<file path="config.mk">
export PLATFORM = sky130hd
export DESIGN_NAME = gs_line_filter
export DESIGN_NICKNAME = d
export VERILOG_FILES = /design/src/rtl/gs_line_filter.sv
export SDC_FILE = /design/constraint.sdc
export NUM_CORES = 1
export LEC_CHECK = 0
export ABC_AREA = 0
export CAP_MARGIN = 30
export CORE_ASPECT_RATIO = 2
export CORE_MARGIN = 5
export CORE_UTILIZATION = 30
export DETAILED_ROUTE_END_ITERATION = 8
export REMOVE_ABC_BUFFERS = 1
export SLEW_MARGIN = 20
export SYNTH_ARGS = -nofsm -noshare
export SYNTH_HDL_FRONTEND = slang
export SYNTH_SLANG_ARGS = --single-unit
</file>
<file path="constraint.sdc">
create_clock -name clk -period 4 [get_ports clk]
set_input_delay 0.4 -clock clk [delete_from_list [all_inputs] [get_ports clk]]
set_output_delay 0.4 -clock clk [all_outputs]
set_load 0.02 [all_outputs]
</file>
<file path="src/rtl/gs_line_filter.sv">
// Separable-stage 1-D Gaussian line filter: 3-tap [1 2 1]/4 or 5-tap [1 4 6 4 1]/16
// with border replication, end-of-line flush, rounding and sticky error flags.
module gs_line_filter #(
  parameter int unsigned DW     = 8,
  parameter int unsigned LINE_W = 256
) (
  input  logic          clk,
  input  logic          rst_n,
  input  logic          start,
  input  logic          mode,
  input  logic          ram0_valid_in,
  input  logic [DW-1:0] ram0_data_in,
  input  logic          ram1_valid_in,
  input  logic [DW-1:0] ram1_data_in,
  output logic          op_valid_out,
  output logic [DW-1:0] op_data_out,
  output logic          op_last_out,
  output logic          busy,
  output logic          err_collision,
  output logic          err_overrun
);

  localparam int unsigned   CW     = $clog2(LINE_W + 2);
  localparam int unsigned   SW     = DW + 4;
  localparam logic [CW-1:0] LAST_N = CW'(LINE_W - 1);

  typedef enum logic [1:0] {S_FILL, S_RUN, S_FLUSH} state_e;

  state_e        state_q, state_d;
  logic [CW-1:0] n_q, n_d;
  logic          tap5_q, tap5_d;
  logic [DW-1:0] win_q [5];
  logic [DW-1:0] win_d [5];

  logic          v1_q, v2_q, op_valid_q;
  logic          tap5_p1_q, tap5_p2_q;
  logic          last1_q, last2_q, op_last_q;
  logic [SW-1:0] sum_q, sum_d;
  logic [DW-1:0] op_data_q, round_d;
  logic          busy_q, busy_d;
  logic          err_col_q, err_col_d;
  logic          err_ovr_q, err_ovr_d;

  logic          one_valid, both_valid, any_valid;
  logic          accept, first_px, flush_step, tap5_eff;
  logic          produce, last_step;
  logic [CW-1:0] radius, n_inc;
  logic [DW-1:0] in_data;

  always_comb begin : decode
    one_valid  = ram0_valid_in ^ ram1_valid_in;
    both_valid = ram0_valid_in & ram1_valid_in;
    any_valid  = ram0_valid_in | ram1_valid_in;
    in_data    = ram0_valid_in ? ram0_data_in : ram1_data_in;
    accept     = one_valid && (state_q != S_FLUSH) && !start;
    first_px   = accept && (n_q == '0);
    // Kernel choice is taken live from mode on pixel 0 so that pixel already uses it
    tap5_eff   = first_px ? mode : tap5_q;
    radius     = tap5_eff ? CW'(2) : CW'(1);
    n_inc      = n_q + CW'(1);
    flush_step = (state_q == S_FLUSH) && !start;
  end

  always_ff @(posedge clk or negedge rst_n) begin : fsm_reg
    if (!rst_n) begin
      state_q <= S_FILL;
      n_q     <= '0;
      tap5_q  <= 1'b0;
    end else begin
      state_q <= state_d;
      n_q     <= n_d;
      tap5_q  <= tap5_d;
    end
  end

  always_comb begin : fsm_next
    state_d = state_q;
    n_d     = n_q;
    tap5_d  = tap5_eff;
    if (start) begin
      state_d = S_FILL;
      n_d     = '0;
      tap5_d  = 1'b0;
    end else begin
      unique case (state_q)
        S_FILL: begin
          if (accept) begin
            n_d = n_inc;
            if (n_inc == radius) state_d = S_RUN;
          end
        end
        S_RUN: begin
          if (accept) begin
            n_d = n_inc;
            if (n_q == LAST_N) state_d = S_FLUSH;
          end
        end
        S_FLUSH: begin
          n_d = n_inc;
          if (n_q == LAST_N + radius) begin
            state_d = S_FILL;
            n_d     = '0;
          end
        end
        default: begin
          state_d = S_FILL;
          n_d     = '0;
        end
      endcase
    end
  end

  always_comb begin : fsm_out
    produce   = (accept && (n_q >= radius)) || flush_step;
    last_step = flush_step && (n_q == LAST_N + radius);
    err_col_d = !start && (err_col_q || both_valid);
    err_ovr_d = !start && (err_ovr_q || ((state_q == S_FLUSH) && any_valid));
    busy_d    = !start && ((state_d != S_FILL) || (n_d != '0) || produce || v1_q || v2_q);
  end

  // Flush cycles keep w0 in place while shifting, replicating the right border
  always_comb begin : win_next
    win_d = win_q;
    if (start) begin
      win_d = '{default: '0};
    end else if (first_px) begin
      win_d = '{default: in_data};
    end else if (accept || flush_step) begin
      win_d[0] = accept ? in_data : win_q[0];
      for (int unsigned k = 1; k < 5; k++) win_d[k] = win_q[k-1];
    end
  end

  always_comb begin : sum_stage
    if (tap5_p1_q) begin
      sum_d = SW'(win_q[0]) + (SW'(win_q[1]) << 2) + (SW'(win_q[2]) << 2)
            + (SW'(win_q[2]) << 1) + (SW'(win_q[3]) << 2) + SW'(win_q[4]);
    end else begin
      sum_d = SW'(win_q[0]) + (SW'(win_q[1]) << 1) + SW'(win_q[2]);
    end
  end

  always_comb begin : round_stage
    if (tap5_p2_q) round_d = DW'((sum_q + SW'(8)) >> 4);
    else           round_d = DW'((sum_q + SW'(2)) >> 2);
  end

  always_ff @(posedge clk or negedge rst_n) begin : datapath
    if (!rst_n) begin
      win_q      <= '{default: '0};
      v1_q       <= 1'b0;
      v2_q       <= 1'b0;
      op_valid_q <= 1'b0;
      tap5_p1_q  <= 1'b0;
      tap5_p2_q  <= 1'b0;
      last1_q    <= 1'b0;
      last2_q    <= 1'b0;
      op_last_q  <= 1'b0;
      sum_q      <= '0;
      op_data_q  <= '0;
      busy_q     <= 1'b0;
      err_col_q  <= 1'b0;
      err_ovr_q  <= 1'b0;
    end else begin
      win_q      <= win_d;
      v1_q       <= produce;
      tap5_p1_q  <= tap5_eff;
      last1_q    <= last_step;
      v2_q       <= v1_q && !start;
      tap5_p2_q  <= tap5_p1_q;
      last2_q    <= last1_q && !start;
      sum_q      <= sum_d;
      op_valid_q <= v2_q && !start;
      op_last_q  <= v2_q && last2_q && !start;
      if (v2_q && !start) op_data_q <= round_d;
      busy_q     <= busy_d;
      err_col_q  <= err_col_d;
      err_ovr_q  <= err_ovr_d;
    end
  end

  assign op_valid_out  = op_valid_q;
  assign op_data_out   = op_data_q;
  assign op_last_out   = op_last_q;
  assign busy          = busy_q;
  assign err_collision = err_col_q;
  assign err_overrun   = err_ovr_q;

endmodule
</file>
==> results of run 1 <==
-- where the power goes --
group / total, mW / leakage (nW) / internal, mW / switching, mW
clock network: 0.981 / 0.167 / 0.617 / 0.364
logic: 0.934 / 1.71 / 0.435 / 0.499
registers: 1.07 / 1.10 / 0.946 / 0.122
-- timing repair --
action | 4_1_cts | 5_1_grt
endpoints found under the hold margin | 0 | 0
endpoints found under the setup margin | 0 | 4
gates resized for setup | 0 | 6
setup buffers | 0 | 1
-- per-stage QoR --
stage | hold slack (ns) | setup TNS [ns]
floorplan | 0.104 | 0
global placement | 0.445 | 0
detailed placement | 0.449 | 0
CTS | 0.138 | 0
global route | 0.183 | -0.00479
finish | 0.105 | 0
-- state kept, by name, indices dropped and copies added (netlist names), 2 cells and up --
register	cells
state_q	2
n_q	9
sum_q	11
op_data_out	8
win_q	40
-- critical path, delay by kind of cell, from the launching register on --
kind / cells / cell delay (ns)
adders and majority gates: 4 / 1.81
DFF: 1 / 0.42
AOI/OAI and AO/OA: 6 / 1.29
buffers and inverters: 2 / 0.13
-- cell type report --
cell class / count / area, sq um / area share [%]
multi-input combinational: 440 / 3260 / 49.4
sequential: 82 / 2050 / 31.2
timing repair buffer: 49 / 450 / 6.83
tap: 219 / 274 / 4.16
clock buffer: 9 / 225 / 3.42
inverter: 55 / 206 / 3.13
clock inverter: 7 / 124 / 1.88
-- kinds of logic after synthesis --
logic type | count (synthesis) | share of synthesized area, %
AND/OR/NAND/NOR | 209 | 17.5
buffers and inverters | 84 | 5.87
AO/OA/AOI/OAI | 130 | 14.5
XOR/XNOR | 14 | 2.18
adder cells (fa/ha/maj) | 66 | 19.6
flip-flops | 82 | 36.5
multiplexers | 21 | 3.85
-- path summary, 6_finish.rpt --
kind	to	slack, ns	cells after the start
setup / recovery	sum_q[10]$_DFF_PN0_	0.28	12
hold / removal	op_valid_out$_DFF_PN0_	0.10	1
setup reg to reg	sum_q[10]$_DFF_PN0_	0.28	12
hold reg to reg	op_last_out$_DFF_PN0_	0.46	1
max in group asynchronous	win_q[19]$_DFFE_PN0P_	3.00	2
min in group clk	op_last_out$_DFF_PN0_	0.46	1
-- per-layer routing --
| layer | global-route usage [%] | share of wire [%] | wire (um) | vias to the layer above |
|---|---|---|---|---|
| met2 | 25.2 | 59 | 7770 | 72 |
| li1 | - | - | - | 2110 |
| met1 | 12.4 | 34 | 4490 | 2122 |
| met4 | 7.32 | 4.0 | 529 | 0 |
| met5 | 0 | 0 | 0 | - |
| met3 | 1.93 | 2.3 | 307 | 30 |
-- cell usage after synthesis, types with 4 or more instances --
cell and n:
xor2_1 5, nor2b_1 4, nor3b_1 5, xnor2_1 9, nand3_1 9, o31ai_1 6
ha_1 29, nor2_1 69, nand3b_1 5, buf_2 5, nand2_1 68, a211oi_1 8
mux2_2 5, and3_1 7, inv_1 54, o21ai_0 54, dfrtp_1 82, mux2i_1 16
and2_1 5, clkbuf_1 21, a21oi_1 24, fa_1 37, nand2b_1 7, nor3_1 11
==> metrics.txt, run 1 <==
# TYPE chip_impl_metric gauge
chip_impl_metric{name="syn-mean-instance-area",unit="sq um"} 9.29
chip_impl_metric{name="total_power",unit="mW"} 2.98
chip_impl_metric{name="area.growth.synth_to_final",unit="%"} 17.1
chip_impl_metric{name="slew_worst_pin",unit="ns"} 0.753
chip_impl_metric{name="post_synth_edffs",unit=""} 0
chip_impl_metric{name="cts_hold_buf",unit=""} 0
chip_impl_metric{name="numCtsBuffers",unit=""} 9
chip_impl_metric{name="cts.path.max_buffers",unit=""} 2
chip_impl_metric{name="die_area",unit="sq mm"} 0.0218
chip_impl_metric{name="finalCoreUtilization",unit="%"} 35.3
chip_impl_metric{name="post-route-period-util",unit="%"} 93.1
chip_impl_metric{name="layout.nets",unit=""} 725
chip_impl_metric{name="place.detailed.hpwl",unit="um"} 10300
chip_impl_metric{name="insertedDiodeCount",unit=""} 0
chip_impl_metric{name="initial_utilization",unit="%"} 30.2
chip_impl_metric{name="worst_clock_skew",unit="ns"} 0.0101
chip_impl_metric{name="synth-seq-area-share",unit="%"} 36.5
chip_impl_info{name="critical_path_start",value="win_q[19]$_DFFE_PN0P_"} 1
chip_impl_metric{name="critical_path_peak_fanout",unit=""} 5
chip_impl_info{name="crit_path_top_delay_cell",value="fa_1"} 1
chip_impl_metric{name="timing.final.ws_setup",unit="ns"} 0.275
chip_impl_metric{name="timing_hold_violations_final",unit=""} 0
chip_impl_metric{name="tritoncts_num_sinks",unit=""} 82
chip_impl_metric{name="yosys.area.top_type_share",unit="%"} 36.5
chip_impl_metric{name="gp_routability_congestion",unit=""} 0.878
chip_impl_metric{name="wl",unit="um"} 13100
chip_impl_metric{name="core_area",unit="sq mm"} 0.0187
chip_impl_info{name="netlist_top_cells_area",value="dfrtp_1 36%, fa_1 13%, ha_1 6.4%"} 1
chip_impl_metric{name="slew_headroom",unit="%"} 49.8
chip_impl_metric{name="timing.max_cap.violations",unit=""} 0
chip_impl_info{name="endpoint_type_of_the_worst_setup_path",value="flip-flop"} 1
chip_impl_metric{name="drt_pre_antenna_iters",unit=""} 4
chip_impl_metric{name="dr.first_iter.drc_count",unit=""} 165
chip_impl_metric{name="syn_inst",unit=""} 606
chip_impl_metric{name="htree_num_levels",unit=""} 3
chip_impl_metric{name="setup_viol",unit=""} 0
chip_impl_metric{name="grt_util_all_layers",unit="%"} 12.9
chip_impl_metric{name="critPathArrivalTime",unit="ns"} 3.99
chip_impl_metric{name="port_buffers",unit=""} 34
chip_impl_metric{name="ys_types",unit=""} 63
chip_impl_metric{name="finish.instance_area",unit="sq mm"} 0.00659
chip_impl_metric{name="delay_contributed_by_the_slowest_stage_of_the_critical_path",unit="ns"} 0.53
chip_impl_metric{name="antenna_violating_nets_post_route",unit=""} 0
chip_impl_metric{name="async_flop_share",unit="%"} 100
chip_impl_metric{name="floorplan.die.height",unit="um"} 204
chip_impl_info{name="mostFrequentLayoutCells",value="81 x dfrtp_1, 69 x nor2_1, 68 x nand2_1, 54 x inv_1, 53 x o21ai_0"} 1
chip_impl_metric{name="final_max_slew_viol_count",unit=""} 0
chip_impl_metric{name="synth.ff_latch_count",unit=""} 82
chip_impl_info{name="most_frequent_standard_cell_in_the_layout_excluding_fill_and_tap_cells",value="dfrtp_1"} 1
chip_impl_info{name="cts_tree",value="yes"} 1
chip_impl_metric{name="max-vdd-ir-drop",unit="mV"} 0.224
chip_impl_info{name="ctsRootBufferMaster",value="clkbuf_16"} 1
chip_impl_metric{name="leakage",unit="nW"} 2.98
chip_impl_metric{name="dr_total_vias",unit=""} 4334
chip_impl_metric{name="clkLatencyLatePin",unit="ns"} 0.35
chip_impl_metric{name="grt_first_pass_wirelength",unit="um"} 22100
chip_impl_metric{name="worst-endpoint-required",unit="ns"} 4.27
chip_impl_metric{name="globalRoute.totalOverflow",unit=""} 0
chip_impl_info{name="setup.worst_path.class",value="reg2reg"} 1
chip_impl_metric{name="horizontal_extent_of_the_die",unit="um"} 107
chip_impl_metric{name="grt_start_max_net_pins",unit=""} 56
chip_impl_metric{name="clk_pin_slew",unit="ns"} 0.07
chip_impl_metric{name="drt-wirelength-per-cell",unit="um"} 15.2
chip_impl_info{name="yosys_most_used_dff",value="dfrtp_1"} 1
chip_impl_metric{name="synth.yosys.warnings",unit=""} 0
chip_impl_metric{name="dp_slack",unit="ns"} 0.166
chip_impl_metric{name="antenna_violations_before_repair",unit=""} 0
chip_impl_metric{name="via_count_of_the_first_global_routing_pass",unit=""} 4613
chip_impl_metric{name="share_of_cells_above_drive_strength_1",unit="%"} 7.79
chip_impl_info{name="critical_path.most_common_cell",value="fa_1"} 1
chip_impl_metric{name="detail_route.drc_violations",unit=""} 0
chip_impl_metric{name="num_io_pins",unit=""} 35
chip_impl_metric{name="timing.final.crit_period",unit="ns"} 3.72
chip_impl_info{name="crit_path_cell_trace",value="inv_1, fa_1, inv_1, fa_1, fa_1, ha_1, a21o_1, a21oi_1, o21ai_0, a2111oi_2, o21ai_0, a21oi_1"} 1
chip_impl_metric{name="cell_area_synth",unit="sq mm"} 0.00563
chip_impl_metric{name="std_cell_rows",unit=""} 71
chip_impl_metric{name="non_filler_instance_count_after_layout",unit=""} 861
chip_impl_metric{name="powerDensity",unit="mW/mm^2"} 453
chip_impl_info{name="outcome",value="complete, no violations"} 1
chip_impl_metric{name="detail_route.vias_per_cell",unit=""} 5.03
chip_impl_info{name="critical_path.startpoint_type",value="flip-flop"} 1
chip_impl_metric{name="placed_cells",unit=""} 844
chip_impl_info{name="min_path_type",value="in2async"} 1
chip_impl_metric{name="detailed_place.area",unit="sq mm"} 0.00623
chip_impl_metric{name="n_fill_cell",unit=""} 1915
chip_impl_info{name="synth.largest_area_cell",value="dfrtp_1"} 1
chip_impl_info{name="critical_register_to_register_path_startpoint",value="win_q[19]$_DFFE_PN0P_"} 1
chip_impl_metric{name="max_freq",unit="GHz"} 0.268
Note: power is estimated with default switching activity, not from simulation.
==> inputs of run 2 (changes only) <==
--- a/config.mk
+++ b/config.mk
@@ -5,7 +5,7 @@
 export SDC_FILE = /design/constraint.sdc
 export NUM_CORES = 1
 export LEC_CHECK = 0
-export ABC_AREA = 0
+export ABC_CLOCK_PERIOD_IN_PS = 4000
 export CAP_MARGIN = 30
 export CORE_ASPECT_RATIO = 2
 export CORE_MARGIN = 5
==> results of run 2 <==
Same layout as run 1: the final DEF is identical, and so are final timing and power.
==> inputs of run 3 (changes only) <==
--- a/config.mk
+++ b/config.mk
@@ -5,7 +5,7 @@
 export SDC_FILE = /design/constraint.sdc
 export NUM_CORES = 1
 export LEC_CHECK = 0
-export ABC_CLOCK_PERIOD_IN_PS = 4000
+export ABC_CLOCK_PERIOD_IN_PS = 3900
 export CAP_MARGIN = 30
 export CORE_ASPECT_RATIO = 2
 export CORE_MARGIN = 5
==> constraint.sdc (replaced) <==
create_clock -name clk -period 3.9 [get_ports clk]
set_input_delay 0.39 -clock clk [delete_from_list [all_inputs] [get_ports clk]]
set_output_delay 0.39 -clock clk [all_outputs]
set_load 0.02 [all_outputs]
==> run 3 against run 2 <==
First-iteration DRC count shrank 13%. Clock power is 12% lower. Final area is 0.17% higher. Sequential power hardly changed. Setup slack worse by 0.022 ns. Global-route usage rose by 0.27 points. Flip-flop and latch count did not move. Clock skew shrank 0.0026 ns. Non-clock buffer count is 7 higher. Critical path depth increased by 2.
==> metrics.txt, run 3 (synthesized netlist as in run 1, its figures left out) <==
# TYPE chip_impl_metric gauge
chip_impl_metric{name="n_fill_cell",unit=""} 1902
chip_impl_metric{name="finalCoreUtilization",unit="%"} 35.4
chip_impl_metric{name="num_io_pins",unit=""} 35
chip_impl_info{name="critical_path.startpoint_type",value="flip-flop"} 1
chip_impl_metric{name="detail_route.drc_violations",unit=""} 0
chip_impl_metric{name="timing_hold_violations_final",unit=""} 0
chip_impl_metric{name="timing.final.ws_setup",unit="ns"} 0.253
chip_impl_metric{name="grt_first_pass_wirelength",unit="um"} 22600
chip_impl_info{name="r2r-end",value="sum_q[11]$_DFF_PN0_"} 1
chip_impl_metric{name="post-route-period-util",unit="%"} 93.5
chip_impl_metric{name="layout.nets",unit=""} 732
chip_impl_info{name="most_frequent_standard_cell_in_the_layout_excluding_fill_and_tap_cells",value="dfrtp_1"} 1
chip_impl_metric{name="clk_pin_slew",unit="ns"} 0.06
chip_impl_metric{name="max_reg_flops",unit=""} 40
chip_impl_metric{name="numCtsBuffers",unit=""} 9
chip_impl_metric{name="clkLatencyLatePin",unit="ns"} 0.35
chip_impl_metric{name="setup_viol",unit=""} 0
chip_impl_metric{name="insertedDiodeCount",unit=""} 0
chip_impl_metric{name="critical_path_peak_fanout",unit=""} 3
chip_impl_metric{name="floorplan.die.height",unit="um"} 204
chip_impl_metric{name="initial_utilization",unit="%"} 30.2
chip_impl_metric{name="worstRegToRegCells",unit=""} 14
chip_impl_metric{name="core_area",unit="sq mm"} 0.0187
chip_impl_info{name="setup.worst_path.class",value="reg2reg"} 1
chip_impl_info{name="cts_tree",value="yes"} 1
chip_impl_metric{name="wl",unit="um"} 13300
chip_impl_metric{name="leakage",unit="nW"} 2.99
chip_impl_info{name="reg_top3",value="win_q: 40 flops, sum_q: 11 flops, n_q: 9 flops"} 1
chip_impl_metric{name="max_freq",unit="GHz"} 0.274
chip_impl_metric{name="drt-wirelength-per-cell",unit="um"} 15.4
chip_impl_metric{name="grt_start_max_net_pins",unit=""} 55
chip_impl_metric{name="timing.final.crit_period",unit="ns"} 3.65
chip_impl_metric{name="final_max_slew_viol_count",unit=""} 0
chip_impl_metric{name="antenna_violations_before_repair",unit=""} 0
chip_impl_metric{name="powerDensity",unit="mW/mm^2"} 445
chip_impl_metric{name="hold-worst-slack",unit="ns"} 0.0992
chip_impl_metric{name="dr.first_iter.drc_count",unit=""} 143
chip_impl_info{name="critical_register_to_register_path_startpoint",value="win_q[18]$_DFFE_PN0P_"} 1
chip_impl_metric{name="area.growth.synth_to_final",unit="%"} 17.3
chip_impl_metric{name="drt_pre_antenna_iters",unit=""} 6
chip_impl_metric{name="detailed_place.area",unit="sq mm"} 0.00628
chip_impl_info{name="mostFrequentLayoutCells",value="82 x dfrtp_1, 69 x nor2_1, 68 x nand2_1, 54 x inv_1, 52 x o21ai_0"} 1
chip_impl_info{name="largest-register",value="win_q"} 1
chip_impl_metric{name="worst_clock_skew",unit="ns"} 0.00748
chip_impl_metric{name="non_filler_instance_count_after_layout",unit=""} 868
chip_impl_metric{name="timing.max_cap.violations",unit=""} 0
chip_impl_metric{name="placed_cells",unit=""} 851
chip_impl_metric{name="share_of_cells_above_drive_strength_1",unit="%"} 8.78
chip_impl_metric{name="totalNegativeSetupSlack",unit="ns"} 0
chip_impl_metric{name="max-vdd-ir-drop",unit="mV"} 0.225
chip_impl_metric{name="grt_util_all_layers",unit="%"} 13.1
chip_impl_metric{name="critPathArrivalTime",unit="ns"} 3.91
chip_impl_metric{name="via_count_of_the_first_global_routing_pass",unit=""} 4613
chip_impl_metric{name="slew_headroom",unit="%"} 51.7
chip_impl_info{name="outcome",value="complete, no violations"} 1
chip_impl_metric{name="die_area",unit="sq mm"} 0.0218
chip_impl_metric{name="worst-endpoint-required",unit="ns"} 4.17
chip_impl_info{name="ctsRootBufferMaster",value="clkbuf_16"} 1
chip_impl_metric{name="dr_total_vias",unit=""} 4374
chip_impl_metric{name="detail_route.vias_per_cell",unit=""} 5.04
chip_impl_metric{name="multi_input_comb_area",unit="sq mm"} 0.00326
chip_impl_info{name="min_path_type",value="in2async"} 1
chip_impl_metric{name="slew_worst_pin",unit="ns"} 0.724
chip_impl_metric{name="antenna_violating_nets_post_route",unit=""} 0
chip_impl_metric{name="horizontal_extent_of_the_die",unit="um"} 107
chip_impl_metric{name="cts_hold_buf",unit=""} 0
chip_impl_metric{name="seqCellArea",unit="sq mm"} 0.00205
chip_impl_metric{name="htree_num_levels",unit=""} 3
chip_impl_metric{name="globalRoute.totalOverflow",unit=""} 0
chip_impl_metric{name="place.detailed.hpwl",unit="um"} 10500
chip_impl_metric{name="gp_routability_congestion",unit=""} 0.871
chip_impl_metric{name="tritoncts_num_sinks",unit=""} 82
chip_impl_metric{name="reg2reg_slack",unit="ns"} 0.25
chip_impl_metric{name="cts.path.max_buffers",unit=""} 2
chip_impl_metric{name="dp_slack",unit="ns"} 0.0928
chip_impl_metric{name="total_power",unit="mW"} 2.94
chip_impl_metric{name="port_buffers",unit=""} 34
chip_impl_info{name="endpoint_type_of_the_worst_setup_path",value="flip-flop"} 1
chip_impl_metric{name="std_cell_rows",unit=""} 71
chip_impl_metric{name="finish.instance_area",unit="sq mm"} 0.00660
==> run 3: cell count changes in the layout (fill, tap and decap cells not counted), moves of 2 or more <==
cell	delta
buf_4	+7
bufinv_16	-2
clkinvlp_4	+2
inv_6	-3
==> run 3: per-layer routing <==
| metal | part of all wire [%] | wire length (um) | GRT usage, % | up-vias |
|---|---|---|---|---|
| li1 | - | - | - | 2120 |
| met1 | 36 | 4780 | 13.1 | 2163 |
| met2 | 59 | 7840 | 25.8 | 63 |
| met3 | 2.1 | 280 | 1.68 | 28 |
| met4 | 3.3 | 447 | 6.72 | 0 |
| met5 | 0 | 0 | 0 | - |
==> run 3: critical path, stage by stage (launching register included) <==
cell	delay [ns]
dfrtp_1	0.34
inv_1	0.06
fa_1	0.53
inv_1	0.05
fa_1	0.46
fa_1	0.55
ha_1	0.18
inv_1	0.06
fa_1	0.40
nor2b_1	0.12
o21ai_0	0.11
a21boi_1	0.20
o21ai_1	0.13
a21oi_1	0.19
mux2i_1	0.20
==> run 3: repair_timing <==
item | in CTS | in global routing
gates resized for setup | 0 | 8
endpoints found under the setup margin | 0 | 4
buffers inserted | 0 | 1
==> run 3: where the power goes <==
part	leakage, nW	total (mW)	switching, mW	internal, mW
combinational	1.75	0.983	0.526	0.456
sequential	1.10	1.09	0.120	0.970
clock	0.141	0.865	0.352	0.513
total	2.99	2.94	0.998	1.94
==> run 3: worst max path at each step <==
stage,from,end,slack (ns),depth (start not counted)
after floorplan,ram0_valid_in,busy$_DFF_PN0_,-0.08,13
after global placement,ram1_valid_in,busy$_DFF_PN0_,0.14,14
after detailed placement,ram1_valid_in,busy$_DFF_PN0_,0.09,14
after CTS,win_q[18]$_DFFE_PN0P_,sum_q[11]$_DFF_PN0_,0.09,14
after global routing,win_q[18]$_DFFE_PN0P_,sum_q[11]$_DFF_PN0_,-0.0001,12
final,win_q[18]$_DFFE_PN0P_,sum_q[11]$_DFF_PN0_,0.25,14
==> run 3: layout make-up <==
cell class / count / area share, %
tap: 219 / 4.15
multi-input combinational: 440 / 49.4
sequential: 82 / 31.1
clock buffer: 10 / 3.62
timing repair buffer: 56 / 7.62
clock inverter: 6 / 1.00
inverter: 55 / 3.13
